`config.mk`:
```
export PLATFORM = sky130hd
export DESIGN_NAME = fifo_par_flow_flat
export DESIGN_NICKNAME = d
export VERILOG_FILES = /design/src/rtl/fifo_par_flow_pkg.sv /design/src/rtl/fifo_par_flow_if.sv /design/src/rtl/fifo_par_flow_ptr_mod_counter.sv /design/src/rtl/fifo_par_flow.sv /design/src/flat_wrapper.sv
export SDC_FILE = /design/constraint.sdc
export NUM_CORES = 1
export LEC_CHECK = 0
export CAP_MARGIN = 15
export CORE_MARGIN = 10
export CORE_UTILIZATION = 40
export CTS_CLUSTER_DIAMETER = 200
export DETAILED_ROUTE_END_ITERATION = 10
export GPL_ROUTABILITY_DRIVEN = 0
export PLACE_DENSITY_LB_ADDON = 0.2
export SYNTH_ARGS = -nofsm -noshare
export SYNTH_HDL_FRONTEND = slang
export SYNTH_SLANG_ARGS = --single-unit
```
`constraint.sdc`:
```
create_clock -name clk -period 5.1 [get_ports clk]
set_input_delay 0.51 -clock clk [delete_from_list [all_inputs] [get_ports clk]]
set_output_delay 0.51 -clock clk [all_outputs]
set_load 0.03 [all_outputs]
```
`src/rtl/fifo_par_flow_pkg.sv`:
```
// fifo_par_flow_pkg: shared width helpers for the parallel-lane FIFO
package fifo_par_flow_pkg;
  function automatic int idx_w(input int n);
    return n > 1 ? $clog2(n) : 1;
  endfunction
  function automatic int ptr_w(input int depth);
    return idx_w(depth);
  endfunction
  function automatic int count_w(input int depth);
    return idx_w(depth + 1);
  endfunction
endpackage

```
`src/rtl/fifo_par_flow_if.sv`:
```
// fifo_par_flow_if: producer/consumer handshake bundle of the parallel-lane FIFO
interface fifo_par_flow_if
  import fifo_par_flow_pkg::*;
#(
  parameter int PAR_WRITE = 2,
  parameter int PAR_READ = 3,
  parameter int DEPTH = 10,
  parameter int BITS = 16
);
  logic wr_valid;
  logic [idx_w(PAR_WRITE + 1)-1:0] wr_num;
  logic [BITS*PAR_WRITE-1:0] din;
  logic wr_ready;
  logic wr_drop;
  logic rd_ready;
  logic rd_valid;
  logic [BITS*PAR_READ-1:0] dout;
  logic [count_w(DEPTH)-1:0] count;
  logic full;
  logic empty;
  logic almost_full;
  logic almost_empty;
  modport master (
    output wr_valid, wr_num, din, rd_ready,
    input wr_ready, wr_drop, rd_valid, dout, count, full, empty, almost_full, almost_empty
  );
  modport slave (
    input wr_valid, wr_num, din, rd_ready,
    output wr_ready, wr_drop, rd_valid, dout, count, full, empty, almost_full, almost_empty
  );
endinterface

```
`src/rtl/fifo_par_flow_ptr_mod_counter.sv`:
```
// ptr_mod_counter: modulo-DEPTH pointer with variable step and per-lane wrapped addresses
module ptr_mod_counter
  import fifo_par_flow_pkg::*;
#(
  parameter int BITS = 2,
  parameter int DEPTH = 10,
  parameter int MAX_STEP = 2
) (
  input logic clk,
  input logic rst,
  input logic en,
  input logic [BITS-1:0] step,
  output logic [ptr_w(DEPTH)-1:0] ptr,
  output logic [MAX_STEP*ptr_w(DEPTH)-1:0] ptr_plus
);
  localparam int PW = ptr_w(DEPTH);
  function automatic logic [PW-1:0] adv(input logic [PW-1:0] p, input logic [PW:0] n);
    logic [PW:0] s;
    s = {1'b0, p} + n;
    return s >= (PW+1)'(DEPTH) ? PW'(s - (PW+1)'(DEPTH)) : PW'(s);
  endfunction
  for (genvar i = 0; i < MAX_STEP; i++) begin : g_lane
    assign ptr_plus[i*PW +: PW] = adv(ptr, (PW+1)'(i));
  end
  // Advance by the accepted step, wrapping at DEPTH
  always_ff @(posedge clk)
    if (rst) ptr <= '0;
    else if (en) ptr <= adv(ptr, (PW+1)'(step));
endmodule

```
`src/rtl/fifo_par_flow.sv`:
```
// fifo_par_flow: multi-lane write / fixed-lane read circular-buffer FIFO with occupancy flags
module fifo_par_flow
  import fifo_par_flow_pkg::*;
#(
  parameter int PAR_WRITE = 2,
  parameter int PAR_READ = 3,
  parameter int DEPTH = 10,
  parameter int BITS = 16,
  parameter int AF_LEVEL = 8,
  parameter int AE_LEVEL = 2
) (
  input logic clk,
  input logic rst,
  fifo_par_flow_if.slave bus
);
  localparam int PW = ptr_w(DEPTH);
  localparam int CW = count_w(DEPTH);
  localparam int NW = idx_w(PAR_WRITE + 1);
  localparam int RW = idx_w(PAR_READ + 1);
  if (DEPTH < PAR_WRITE || DEPTH < PAR_READ || AE_LEVEL >= AF_LEVEL || AF_LEVEL > DEPTH) begin : g_bad_cfg
    $fatal(1, "fifo_par_flow: illegal parameter combination");
  end
  logic [BITS-1:0] mem [DEPTH];
  logic [CW-1:0] count_q;
  logic [PW-1:0] wr_ptr, rd_ptr;
  logic [PAR_WRITE*PW-1:0] wr_addr;
  logic [PAR_READ*PW-1:0] rd_addr;
  logic [PW:0] span;
  logic legal, wa, ra;
  assign legal = bus.wr_num != '0 && bus.wr_num <= NW'(PAR_WRITE);
  assign bus.wr_ready = (CW+1)'(DEPTH) - {1'b0, count_q} >= (CW+1)'(PAR_WRITE);
  assign bus.rd_valid = count_q >= CW'(PAR_READ);
  assign wa = ~rst & bus.wr_valid & bus.wr_ready & legal;
  assign ra = ~rst & bus.rd_valid & bus.rd_ready;
  assign bus.count = count_q;
  assign bus.full = count_q == CW'(DEPTH);
  assign bus.empty = count_q == '0;
  assign bus.almost_full = count_q >= CW'(AF_LEVEL);
  assign bus.almost_empty = count_q <= CW'(AE_LEVEL);
  assign span = wr_ptr >= rd_ptr ? {1'b0, wr_ptr} - {1'b0, rd_ptr}
                                 : {1'b0, wr_ptr} + (PW+1)'(DEPTH) - {1'b0, rd_ptr};
  ptr_mod_counter #(.BITS(NW), .DEPTH(DEPTH), .MAX_STEP(PAR_WRITE)) u_wr_ptr (
    .clk(clk), .rst(rst), .en(wa), .step(bus.wr_num), .ptr(wr_ptr), .ptr_plus(wr_addr)
  );
  ptr_mod_counter #(.BITS(RW), .DEPTH(DEPTH), .MAX_STEP(PAR_READ)) u_rd_ptr (
    .clk(clk), .rst(rst), .en(ra), .step(RW'(PAR_READ)), .ptr(rd_ptr), .ptr_plus(rd_addr)
  );
  for (genvar i = 0; i < PAR_READ; i++) begin : g_rd
    assign bus.dout[i*BITS +: BITS] = mem[rd_addr[i*PW +: PW]];
  end
  // Store the accepted lanes; storage is deliberately left unreset
  always_ff @(posedge clk)
    for (int i = 0; i < PAR_WRITE; i++)
      if (wa && NW'(i) < bus.wr_num) mem[wr_addr[i*PW +: PW]] <= bus.din[i*BITS +: BITS];
  // Occupancy tracks accepted writes minus accepted reads
  always_ff @(posedge clk)
    if (rst) count_q <= '0;
    else count_q <= count_q + (wa ? CW'(bus.wr_num) : CW'(0)) - (ra ? CW'(PAR_READ) : CW'(0));
  // Flag refused or malformed write requests one cycle later
  always_ff @(posedge clk)
    bus.wr_drop <= ~rst & bus.wr_valid & (~bus.wr_ready | ~legal);
  // Occupancy must stay consistent with the pointer distance
  always_ff @(posedge clk)
    if (!rst) assert (count_q <= CW'(DEPTH) && span == (PW+1)'(count_q == CW'(DEPTH) ? CW'(0) : count_q));
endmodule
```
`src/flat_wrapper.sv`:
```
// flat-port wrapper written by rule: the top's interface ports become plain ports
module fifo_par_flow_flat import fifo_par_flow_pkg::*;
#(
  parameter int PAR_WRITE = 2,
  parameter int PAR_READ = 3,
  parameter int DEPTH = 10,
  parameter int BITS = 16,
  parameter int AF_LEVEL = 8,
  parameter int AE_LEVEL = 2
)
  (clk, rst, bus_wr_valid, bus_wr_num, bus_din, bus_rd_ready, bus_wr_ready, bus_wr_drop, bus_rd_valid, bus_dout, bus_count, bus_full, bus_empty, bus_almost_full, bus_almost_empty);
  fifo_par_flow_if #(.PAR_WRITE(PAR_WRITE), .PAR_READ(PAR_READ), .DEPTH(DEPTH), .BITS(BITS)) bus_i ();
  input logic clk;
  input logic rst;
  input wire logic [$bits(bus_i.wr_valid)-1:0] bus_wr_valid;
  input wire logic [$bits(bus_i.wr_num)-1:0] bus_wr_num;
  input wire logic [$bits(bus_i.din)-1:0] bus_din;
  input wire logic [$bits(bus_i.rd_ready)-1:0] bus_rd_ready;
  output wire logic [$bits(bus_i.wr_ready)-1:0] bus_wr_ready;
  output wire logic [$bits(bus_i.wr_drop)-1:0] bus_wr_drop;
  output wire logic [$bits(bus_i.rd_valid)-1:0] bus_rd_valid;
  output wire logic [$bits(bus_i.dout)-1:0] bus_dout;
  output wire logic [$bits(bus_i.count)-1:0] bus_count;
  output wire logic [$bits(bus_i.full)-1:0] bus_full;
  output wire logic [$bits(bus_i.empty)-1:0] bus_empty;
  output wire logic [$bits(bus_i.almost_full)-1:0] bus_almost_full;
  output wire logic [$bits(bus_i.almost_empty)-1:0] bus_almost_empty;
  assign bus_i.wr_valid = bus_wr_valid;
  assign bus_i.wr_num = bus_wr_num;
  assign bus_i.din = bus_din;
  assign bus_i.rd_ready = bus_rd_ready;
  assign bus_wr_ready = bus_i.wr_ready;
  assign bus_wr_drop = bus_i.wr_drop;
  assign bus_rd_valid = bus_i.rd_valid;
  assign bus_dout = bus_i.dout;
  assign bus_count = bus_i.count;
  assign bus_full = bus_i.full;
  assign bus_empty = bus_i.empty;
  assign bus_almost_full = bus_i.almost_full;
  assign bus_almost_empty = bus_i.almost_empty;
  fifo_par_flow #(.PAR_WRITE(PAR_WRITE), .PAR_READ(PAR_READ), .DEPTH(DEPTH), .BITS(BITS), .AF_LEVEL(AF_LEVEL), .AE_LEVEL(AE_LEVEL)) u_core (.clk(clk), .rst(rst), .bus(bus_i));
endmodule
```
After elaboration in Yosys (flattened, before gate mapping):

Memories as Yosys holds them, arrays and structs flattened.
Cells that the tools add are included.

* reductions and logical operators: 5
* eq/ne operators: 1
* add/sub/neg operators: 15
* bitwise logic cells: 10
* magnitude comparators: 14
* mux-type cells: 13

Operators by type and width (count)
* $mux 4: 7
* $sub 4x4->4 const B: 7
* $ge 5x4->1 const B: 5
* $ge 4x4->1 const B: 3
* $add 4x1->5 const B: 2
* $add 4x2->5 const B: 2
* $and 1x1->1: 6
* $add 4x2->5: 1
* $ge 5x2->1 const B: 1
* $sub 4x4->5 const A: 1
* $add 4x4->4: 1
* $eq 4x4->1 const B: 1
* $ge 4x2->1 const B: 1
* $le 4x2->1 const B: 1
* $logic_not 4->1: 1
* $lt 1x2->1 const A: 2
* $mux 1: 4
* $mux 2: 2
* $sub 4x4->4: 1
* $logic_and 1x1->1: 3
* $not 1->1: 3
* $le 2x2->1 const B: 1
* $reduce_bool 2->1: 1
* $or 1x1->1: 1

* output and inout bits: 59
* flip-flop bits (word level): 13
* RAM bits: 160
* logic and storage cells: 63
* memories: 1
* input bits: 38

Memory list
* u_core.mem: depth 10, width 16, rd ports 3, clocked after memory_dff 0, wr ports 2, RTL line fifo_par_flow.sv:23 `logic [BITS-1:0] mem [DEPTH];`

Longest topological paths before layout:

Gate-level depths: netlist of the first run.

* depth after elaboration: 7
* gate-level depth with buffers: 14
* depth with buffers taken out: 13

Cells and area by module:

A second synthesis of the first run with hierarchy kept.

* cells, all modules: 1008
* area total of the unflattened synthesis: 12813.5 um^2

Modules (own cells, without submodules)
* fifo_par_flow: instances 1, area an instance 11418.5 um^2, cells an instance 825, sequential area each 4904.7 um^2
* ptr_mod_counter at u_core.u_rd_ptr: instances 1, area an instance 759.5 um^2, cells an instance 103, sequential area each 80.1 um^2
* ptr_mod_counter at u_core.u_wr_ptr: instances 1, area an instance 635.6 um^2, cells an instance 80, sequential area each 80.1 um^2

Least setup slack after synthesis of the first run:

OpenSTA, ideal clock, no wires.

* path kind: flip-flop to output port
* start point: reg u_core.u_rd_ptr.ptr[0]
* end point: out bus_dout[30]
* data arrival time: 4.354 ns
* slack: 0.236 ns
* buffers on the path: 4
* data required time: 4.590 ns
* cell stages (with the launch flop): 14
* cells stage by stage: dfxtp_1 -> buf_2 -> clkinv_1 -> buf_1 -> clkbuf_1 -> ha_1 -> inv_1 -> ha_1 -> o211ai_2 -> xnor2_2 -> buf_2 -> mux4_2 -> inv_1 -> a2111oi_0

* longest elaborated chain between the ends: 4
* elaborated cells between the ends (all ways): 5
* classes of those cells: add/sub (2); order compare (1); mux (1); memory (1)

RTL lines
* start, declared: RTL line fifo_par_flow_ptr_mod_counter.sv:13 `output logic [ptr_w(DEPTH)-1:0] ptr,`
* start signal, assigned: RTL line fifo_par_flow_ptr_mod_counter.sv:28 `else if (en) ptr <= adv(ptr, (PW+1)'(step));`
* $add 4x1->5 (*): RTL line fifo_par_flow_ptr_mod_counter.sv:19 `s = {1'b0, p} + n;`
* $sub 4x4->4 / $ge 5x4->1 (equally long branches): RTL line fifo_par_flow_ptr_mod_counter.sv:20 `return s >= (PW+1)'(DEPTH) ? PW'(s - (PW+1)'(DEPTH)) : PW'(s);`
* $mux 4 (*): RTL line fifo_par_flow_ptr_mod_counter.sv:20
* via u_core.rd_addr[4]: RTL line fifo_par_flow.sv:27 `logic [PAR_READ*PW-1:0] rd_addr;`
* $mem_v2 10x16 (*)
* end, declared: RTL line flat_wrapper.sv:22 `output wire logic [$bits(bus_i.dout)-1:0] bus_dout;`

The timed path passes the listed nets; every way through them passes the cells marked *.

Worst setup path in the final report of the first run:

* start point: reg u_core.u_rd_ptr.ptr[1]
* end point: out bus_dout[19]

* longest elaborated chain between the ends: 4
* elaborated cells between the ends (all ways): 5
* classes of those cells: add/sub (2); order compare (1); mux (1); memory (1)

RTL lines (RTL line)
* $add 4x1->5 (*): fifo_par_flow_ptr_mod_counter.sv:19
* $sub 4x4->4 / $ge 5x4->1 (equally long branches): fifo_par_flow_ptr_mod_counter.sv:20
* $mux 4 (*): fifo_par_flow_ptr_mod_counter.sv:20
* $mem_v2 10x16 (*)

Every way passes the cells marked *; elsewhere a longest branch is shown, timed or not.

==> impl_metrics.env, run 1 <==
export IMPL_dp_hpwl_um=24500
export IMPL_maxSlewHeadroom=0.191
export IMPL_ys_top_cells_by_area="edfxtp_1 (39%), mux2i_1 (13%), mux2_2 (13%)"
export IMPL_vias=8556
export IMPL_cts_hold_buffers=0
export IMPL_p_comb_frac=0.573
export IMPL_maxSlewViolCount=0
export IMPL_multiInputGateArea_um2=6720
export IMPL_endpoint_kind="primary output"
export IMPL_dieHeight_um=195
export IMPL_hold_viol=0
export IMPL_die_w_um=195
export IMPL_layout_drive_gt1_share=0.320
export IMPL_hold_depth=2
export IMPL_worst_r2r_cell_count=10
export IMPL_synth_xor_area_frac=0.0134
export IMPL_via_per_inst=5.89
export IMPL_min_path_type="flip-flop to flip-flop"
export IMPL_cts_buffer_depth=2
export IMPL_port_buffers=96
export IMPL_crit_family="compound AO/OA/AOI/OAI gates"
export IMPL_finalSetupViolCount=0
export IMPL_ioPinCount=97
export IMPL_syn_area_um2=12300
export IMPL_regToRegSetupSlack_ns=1.31
export IMPL_ys_seq_elements=173
export IMPL_netlist_area_leader_share=0.392
export IMPL_yosysWarnings=0
export IMPL_antenna_found_initial=0
export IMPL_nFillCells=2767
export IMPL_dp_slack_ns=0.602
export IMPL_fin_ws_ns=0.189
export IMPL_finalWirelength_um=36900
export IMPL_grt_max_degree=59
export IMPL_arrival_ns=4.40
export IMPL_status="finished clean"
export IMPL_clkTransAtPathRegs_ns=0.07
export IMPL_numCtsBuffers=17
export IMPL_worst_slew_pin_slew_ns=1.21
export IMPL_drt_pre_antenna_iters=5
export IMPL_finalCriticalPeriod_ns=4.91
export IMPL_synth_area_per_cell_um2=12.5
export IMPL_path_cells="inv_1, ha_1, inv_1, ha_1, o211ai_2, xnor2_4, buf_4, and3_1, a21oi_1, a311oi_1, buf_12"
export IMPL_seq_area_frac_synth=0.413
export IMPL_p_seq_frac=0.235
export IMPL_overflow=0
export IMPL_fin_skew_ns=0.00955
export IMPL_fp_row_count=64
export IMPL_synth_cells=982
export IMPL_clkPwrFrac=0.192
export IMPL_p_per_area_nw_per_um2=482
export IMPL_path_class="flip-flop to primary output"
export IMPL_ant_nets=0
export IMPL_drc_errors=0
export IMPL_p_int_mw=4.14
export IMPL_yosysTopAreaCell="edfxtp_1"
export IMPL_grt_pass1_wl_um=55600
export IMPL_netSwitchingFraction=0.406
export IMPL_cpPeakStageDelay_ns=0.69
export IMPL_start_util=0.403
export IMPL_seqCellArea_um2=5070
export IMPL_drtIter0Drc=856
export IMPL_synth_edff_count=160
export IMPL_min_to="u_core.u_wr_ptr.ptr[1]$_SDFFE_PP0N_"
export IMPL_crit_required_ns=4.59
export IMPL_r2r_end="u_core.mem[5][0]$_DFFE_PP_"
export IMPL_syn_to_final_growth_pct=18.2
export IMPL_cp_slowest_cell="xnor2_4"
export IMPL_max_freq_mhz=204
export IMPL_dieArea_um2=38000
export IMPL_grt_pass1_vias=8483
export IMPL_hp_start="u_core.u_wr_ptr.ptr[1]$_SDFFE_PP0N_"
export IMPL_synth_top_family_by_area="multiplexers"
export IMPL_fin_crit_sh=0.963
export IMPL_synth_nets=1055
export IMPL_synth_ff_type="edfxtp_1"
export IMPL_diodes=0
export IMPL_finalSetupTns_ns=0
export IMPL_async_flop_share=0
export IMPL_cp_max_fo=16
export IMPL_power_mw=6.98
export IMPL_crit_buf_inv=4
export IMPL_cts_sinks=173
export IMPL_synth_common_cells="mux2i_1 (163), edfxtp_1 (160), mux2_2 (140), buf_1 (38), and3_1 (33)"
export IMPL_synth_distinct_cells=70
export IMPL_root_buffer="clkbuf_16"
export IMPL_core_area_um2=30400
export IMPL_critPathLaunchType="flip-flop"
export IMPL_synth_adder_area_share=0.0376
export IMPL_synthMuxAreaShare=0.346
export IMPL_worstReg2RegStart="u_core.u_wr_ptr.ptr[0]$_SDFFE_PP0N_"
export IMPL_grt_use_total=0.191
export IMPL_switchingPower_mw=2.84
export IMPL_synth_compound_area_frac=0.0708
export IMPL_insertion_delay_ns=0.44
export IMPL_layout_nets=1116
export IMPL_cap_violations=0
export IMPL_htreeDepth=4
export IMPL_p_leak_nw=5.04
export IMPL_synth_most_common_cell="mux2i_1"
export IMPL_peakVddDrop_mv=0.290
export IMPL_wl_per_cell_um=25.4
export IMPL_synthSimpleGateAreaFrac=0.0716
export IMPL_cts_tree="done"
## worst max path at each step
stage / start / end / slack [ns] / cells after the start
floorplan: u_core.u_rd_ptr.ptr[0]$_SDFFE_PP0P_ / bus_dout[30] / 0.24 / 13
global placement: u_core.u_rd_ptr.ptr[1]$_SDFFE_PP0P_ / bus_dout[19] / 0.64 / 11
detailed placement: u_core.u_rd_ptr.ptr[1]$_SDFFE_PP0P_ / bus_dout[24] / 0.60 / 12
CTS: u_core.u_rd_ptr.ptr[1]$_SDFFE_PP0P_ / bus_dout[19] / 0.11 / 11
global route: u_core.u_rd_ptr.ptr[1]$_SDFFE_PP0P_ / bus_dout[19] / -0.02 / 11
finish: u_core.u_rd_ptr.ptr[1]$_SDFFE_PP0P_ / bus_dout[19] / 0.19 / 11
## placed cells by master, fill, tap and decap left out, drive strengths merged, types with 4 or more instances in the layout
cell / netlist / final
inv: 24 / 32
mux2i: 164 / 164
mux2: 160 / 160
edfxtp: 160 / 160
nand2: 26 / 26
clkdlybuf4s50: 0 / 64
o21ai: 21 / 21
a31oi: 17 / 17
o21bai: 4 / 4
mux4: 32 / 32
clkbuf: 24 / 19
xnor2: 14 / 15
nand3: 9 / 9
buf: 74 / 75
a211oi: 17 / 17
a21oi: 25 / 25
and3: 34 / 34
dfxtp: 13 / 13
a311oi: 15 / 15
nand2b: 6 / 6
nor2: 32 / 32
and2: 24 / 24
nor3: 7 / 7
nor2b: 7 / 7
ha: 32 / 32
clkinv: 1 / 4
## registers in the layout, summed over array words and instances (netlist names)
signal,count
u_core.mem,160
u_core.bus.count,4
u_core.u_rd_ptr.ptr,4
u_core.u_wr_ptr.ptr,4
u_core.bus.wr_drop,1
## layout make-up
cell class | count | area share
Clock buffer | 19 | 0.0299
Clock inverter | 13 | 0.0105
Inverter | 25 | 0.00665
Multi-Input combinational cell | 687 | 0.464
Sequential cell | 173 | 0.350
Tap cell | 396 | 0.0342
Timing Repair Buffer | 139 | 0.104
## tightest hold or removal path, cell delays in order, from the launching register on
cell	delay, ns
dfxtp_1	0.41
nand3_1	0.10
o21ai_0	0.07
## logic make-up (layout without fill, tap and decap cells)
logic type	after synthesis	count (layout)
compound gates	126	126
xor+xnor	17	18
fa+ha+maj	35	35
buf+inv	123	196
flops	173	173
mux	356	356
simple gates	152	152
## layer usage
layer	track usage	vias to the layer above	routed length [um]	part of all wire
met5	0	-	0	0
met4	0.0509	0	541	0.015
met3	0.0252	34	2140	0.058
met2	0.313	296	18000	0.49
met1	0.259	4331	16300	0.44
li1	-	3895	-	-
## what timing repair did
action,4_1_cts,5_1_grt
buffers inserted,0,0
gates resized for setup,0,2
endpoints found under the setup margin,0,8
## metrics by stage
step                cell area [um^2]  utilization  instances  hold WS (ns)
global placement               13800        0.455       1418         0.631
global route                   14500        0.476       1452         0.675
finish                         14500        0.476       1452         0.623
CTS                            14400        0.475       1451         0.621
detailed placement             13900        0.456       1419         0.629
floorplan                      12300            -        982         0.555
## power by group through the flow
stage	logic (mW)	clock network [mW]	registers, mW
3_3_place_gp	3.95	0	1.67
6_report	4.00	1.34	1.64
3_5_place_dp	3.97	0	1.67
5_1_grt	4.24	1.40	1.65
2_1_floorplan	2.29	0	1.67
4_1_cts	3.98	1.35	1.64
No activity file was read; power rests on OpenSTA's default activity.
==> run 2, diff against run 1 <==
Settings changed: ABC_AREA set to 1.
==> run 2 against run 1 <==
  * Non-clock buffer count down 18
  * Hold slack worse by 0.029 ns
  * Area after synthesis grew 7.2%
  * Critical endpoint is now bus_dout[37]
==> impl_metrics.env, run 2 <==
export IMPL_antenna_found_initial=1
export IMPL_layout_nets=1885
export IMPL_worst_slew_pin_slew_ns=0.969
export IMPL_dp_slack_ns=0.970
export IMPL_arrival_ns=4.09
export IMPL_finalWirelength_um=45400
export IMPL_p_per_area_nw_per_um2=582
export IMPL_power_mw=8.77
export IMPL_cts_hold_buffers=0
export IMPL_rsz0062_at_grt="no"
export IMPL_postCtsSetupBuffers=0
export IMPL_synth_area_per_cell_um2=7.30
export IMPL_hold_viol=0
export IMPL_ant_nets=0
export IMPL_maxSlewHeadroom=0.354
export IMPL_fp_row_count=66
export IMPL_fin_crit_sh=0.902
export IMPL_core_area_um2=32500
export IMPL_async_flop_share=0
export IMPL_grt_max_degree=162
export IMPL_fin_ws_ns=0.500
export IMPL_root_buffer="clkbuf_16"
export IMPL_overflow=0
export IMPL_netSwitchingFraction=0.488
export IMPL_cts_buffer_depth=2
export IMPL_yosysTopAreaCell="edfxtp_1"
export IMPL_p_leak_nw=6.73
export IMPL_dp_hpwl_um=32500
export IMPL_cts_tree="done"
export IMPL_numCtsBuffers=17
export IMPL_layout_drive_gt1_share=0.0800
export IMPL_die_w_um=201
export IMPL_endpoint_kind="primary output"
export IMPL_finalSetupViolCount=0
export IMPL_wl_met1_um=20000
export IMPL_whs_ns=0.594
export IMPL_p_seq_frac=0.190
export IMPL_p_comb_frac=0.665
export IMPL_maxSlewViolCount=0
export IMPL_peakVddDrop_mv=0.329
export IMPL_dieHeight_um=201
export IMPL_top_layer="met4"
export IMPL_critPathLaunchType="flip-flop"
export IMPL_drt_pre_antenna_iters=6
export IMPL_crit_buf_inv=3
export IMPL_grt_pass1_wl_um=69100
export IMPL_dieArea_um2=40500
export IMPL_ys_top_cells_by_area="edfxtp_1 (37%), nand2_1 (24%), nand3_1 (9.7%)"
export IMPL_cts_resized_gates=0
export IMPL_synth_cells=1798
export IMPL_largest_register_ffs=160
export IMPL_syn_area_um2=13100
export IMPL_cap_violations=0
export IMPL_syn_to_final_growth_pct=14.6
export IMPL_finalSetupTns_ns=0
export IMPL_netlist_area_leader_share=0.366
export IMPL_finalCriticalPeriod_ns=4.60
export IMPL_crit_family="buffers and inverters"
export IMPL_synth_most_common_cell="nand2_1"
export IMPL_cts_sinks=173
export IMPL_synth_nets=1871
export IMPL_ioPinCount=97
export IMPL_nFillCells=3202
export IMPL_wl_met3_um=4940
export IMPL_port_buffers=96
export IMPL_status="finished clean"
export IMPL_yosysWarnings=0
export IMPL_htreeDepth=4
export IMPL_synth_distinct_cells=43
export IMPL_cp_max_fo=17
export IMPL_grt_use_total=0.219
export IMPL_seq_area_frac_synth=0.386
export IMPL_p_int_mw=4.49
export IMPL_routed_wl_met2_um=19700
export IMPL_drtIter0Drc=1797
export IMPL_insertion_delay_ns=0.46
export IMPL_path_cells="inv_1, ha_1, nor2_1, nand2_1, nand2_1, o21ai_2, inv_2, nand3_1, nand3_1, nand2_1, clkdlybuf4s50_1"
export IMPL_vias=12500
export IMPL_synth_ff_type="edfxtp_1"
export IMPL_switchingPower_mw=4.28
export IMPL_max_freq_mhz=217
export IMPL_path_class="flip-flop to primary output"
export IMPL_cp_slowest_cell="o21ai_2"
export IMPL_clkPwrFrac=0.145
export IMPL_ys_seq_elements=173
export IMPL_wl_per_cell_um=20.0
export IMPL_critPathMostFrequentCell="nand2_1"
export IMPL_clkTransAtPathRegs_ns=0.08
export IMPL_final_cell_mix="nand2_1 (840), nand3_1 (254), edfxtp_1 (160), mux2i_1 (98), inv_1 (73)"
export IMPL_diodes=0
export IMPL_synth_common_cells="nand2_1 (840), nand3_1 (254), edfxtp_1 (160), mux2i_1 (98), inv_1 (74)"
export IMPL_cpPeakStageDelay_ns=0.73
export IMPL_grt_pass1_vias=11300
export IMPL_start_util=0.405
export IMPL_via_per_inst=5.50
export IMPL_crit_required_ns=4.59
export IMPL_drc_errors=0
export IMPL_min_path_type="input pin to flip-flop"
export IMPL_synth_edff_count=160
export IMPL_final_common_cell="nand2_1"
export IMPL_fin_skew_ns=0.0134
## run 2: cell types whose count changed in the layout (fill, tap and decap cells not counted), sizes merged, moves of 15 or more
cell | previous run | this run
nand2 | 26 | 856
nand3 | 9 | 260
mux2 | 160 | 0
mux2i | 164 | 98
inv | 32 | 94
o21ai | 21 | 69
and3 | 34 | 0
mux4 | 32 | 0
and2 | 24 | 1
buf | 75 | 56
a211oi | 17 | 1
a21oi | 25 | 10
a311oi | 15 | 0
## run 2: cell type report
class	instances	area, um^2	area share
clock buffer	17	425	0.0283
clock inverter	15	124	0.00823
inverter	87	332	0.0220
multi-input combinational	1412	7090	0.471
sequential	173	5070	0.337
tap	442	553	0.0367
timing repair buffer	121	1460	0.0972
## run 2: cell families (layout without fill, tap and decap cells)
| kind of cell | Yosys count | count (layout) | synth area share |
|---|---|---|---|
| muxes | 98 | 98 | 0.0747 |
| AOI/OAI and AO/OA | 99 | 99 | 0.0413 |
| DFF | 173 | 173 | 0.386 |
| and+or+nand+nor | 1171 | 1171 | 0.382 |
| buffers and inverters | 213 | 240 | 0.0752 |
| xor gates and xnor gates | 9 | 9 | 0.00600 |
| adders and majority gates | 35 | 35 | 0.0351 |
## run 2: routing by layer
layer  track usage  up-vias
met5             0        -
met2         0.333      672
met4        0.0494        0
met3        0.0480       62
met1         0.311     5824
li1              -     5908
## run 2: worst paths after layout
check                                                           end  slack, ns  cells past startpoint                                start
worst max-delay path                                   bus_dout[37]       0.50                     11  u_core.u_rd_ptr.ptr[1]$_SDFFE_PP0P_
worst min-delay path                     u_core.bus.wr_drop$_DFF_P_       0.59                      3                         bus_wr_valid
worst max register to register           u_core.mem[4][3]$_DFFE_PP_       0.90                     15  u_core.u_wr_ptr.ptr[0]$_SDFFE_PP0N_
worst min register to register  u_core.u_wr_ptr.ptr[1]$_SDFFE_PP0N_       0.66                      2  u_core.u_wr_ptr.ptr[1]$_SDFFE_PP0N_
## run 2: power groups by stage
| stage | Sequential, mW | Combinational, mW | Clock (mW) |
|---|---|---|---|
| 2_1_floorplan | 1.69 | 3.33 | 0 |
| 3_3_place_gp | 1.70 | 5.77 | 0 |
| 3_5_place_dp | 1.70 | 5.80 | 0 |
| 4_1_cts | 1.67 | 5.82 | 1.28 |
| 5_1_grt | 1.68 | 6.26 | 1.33 |
| 6_report | 1.67 | 5.83 | 1.27 |
## run 2: through the flow
stage                     area (um^2)  utilization  std cells
after floorplan                 13100            -       1798
after global placement          14500        0.446       2233
after detailed placement        14500        0.447       2235
after CTS                       15100        0.464       2267
after global routing            15100        0.464       2267
final                           15100        0.464       2267
## run 2: worst register-to-register path: stages (launching register included)
cell	delay, ns
dfxtp_1	0.71
inv_1	0.35
ha_1	0.43
ha_1	0.22
nand3b_1	0.18
nand2_1	0.09
inv_2	0.05
nand2_2	0.08
nand2_2	0.06
nand2_2	0.08
nand2_2	0.09
nor2_8	0.33
buf_4	0.47
nand2_2	0.32
o21ai_1	0.17
buf_4	0.27
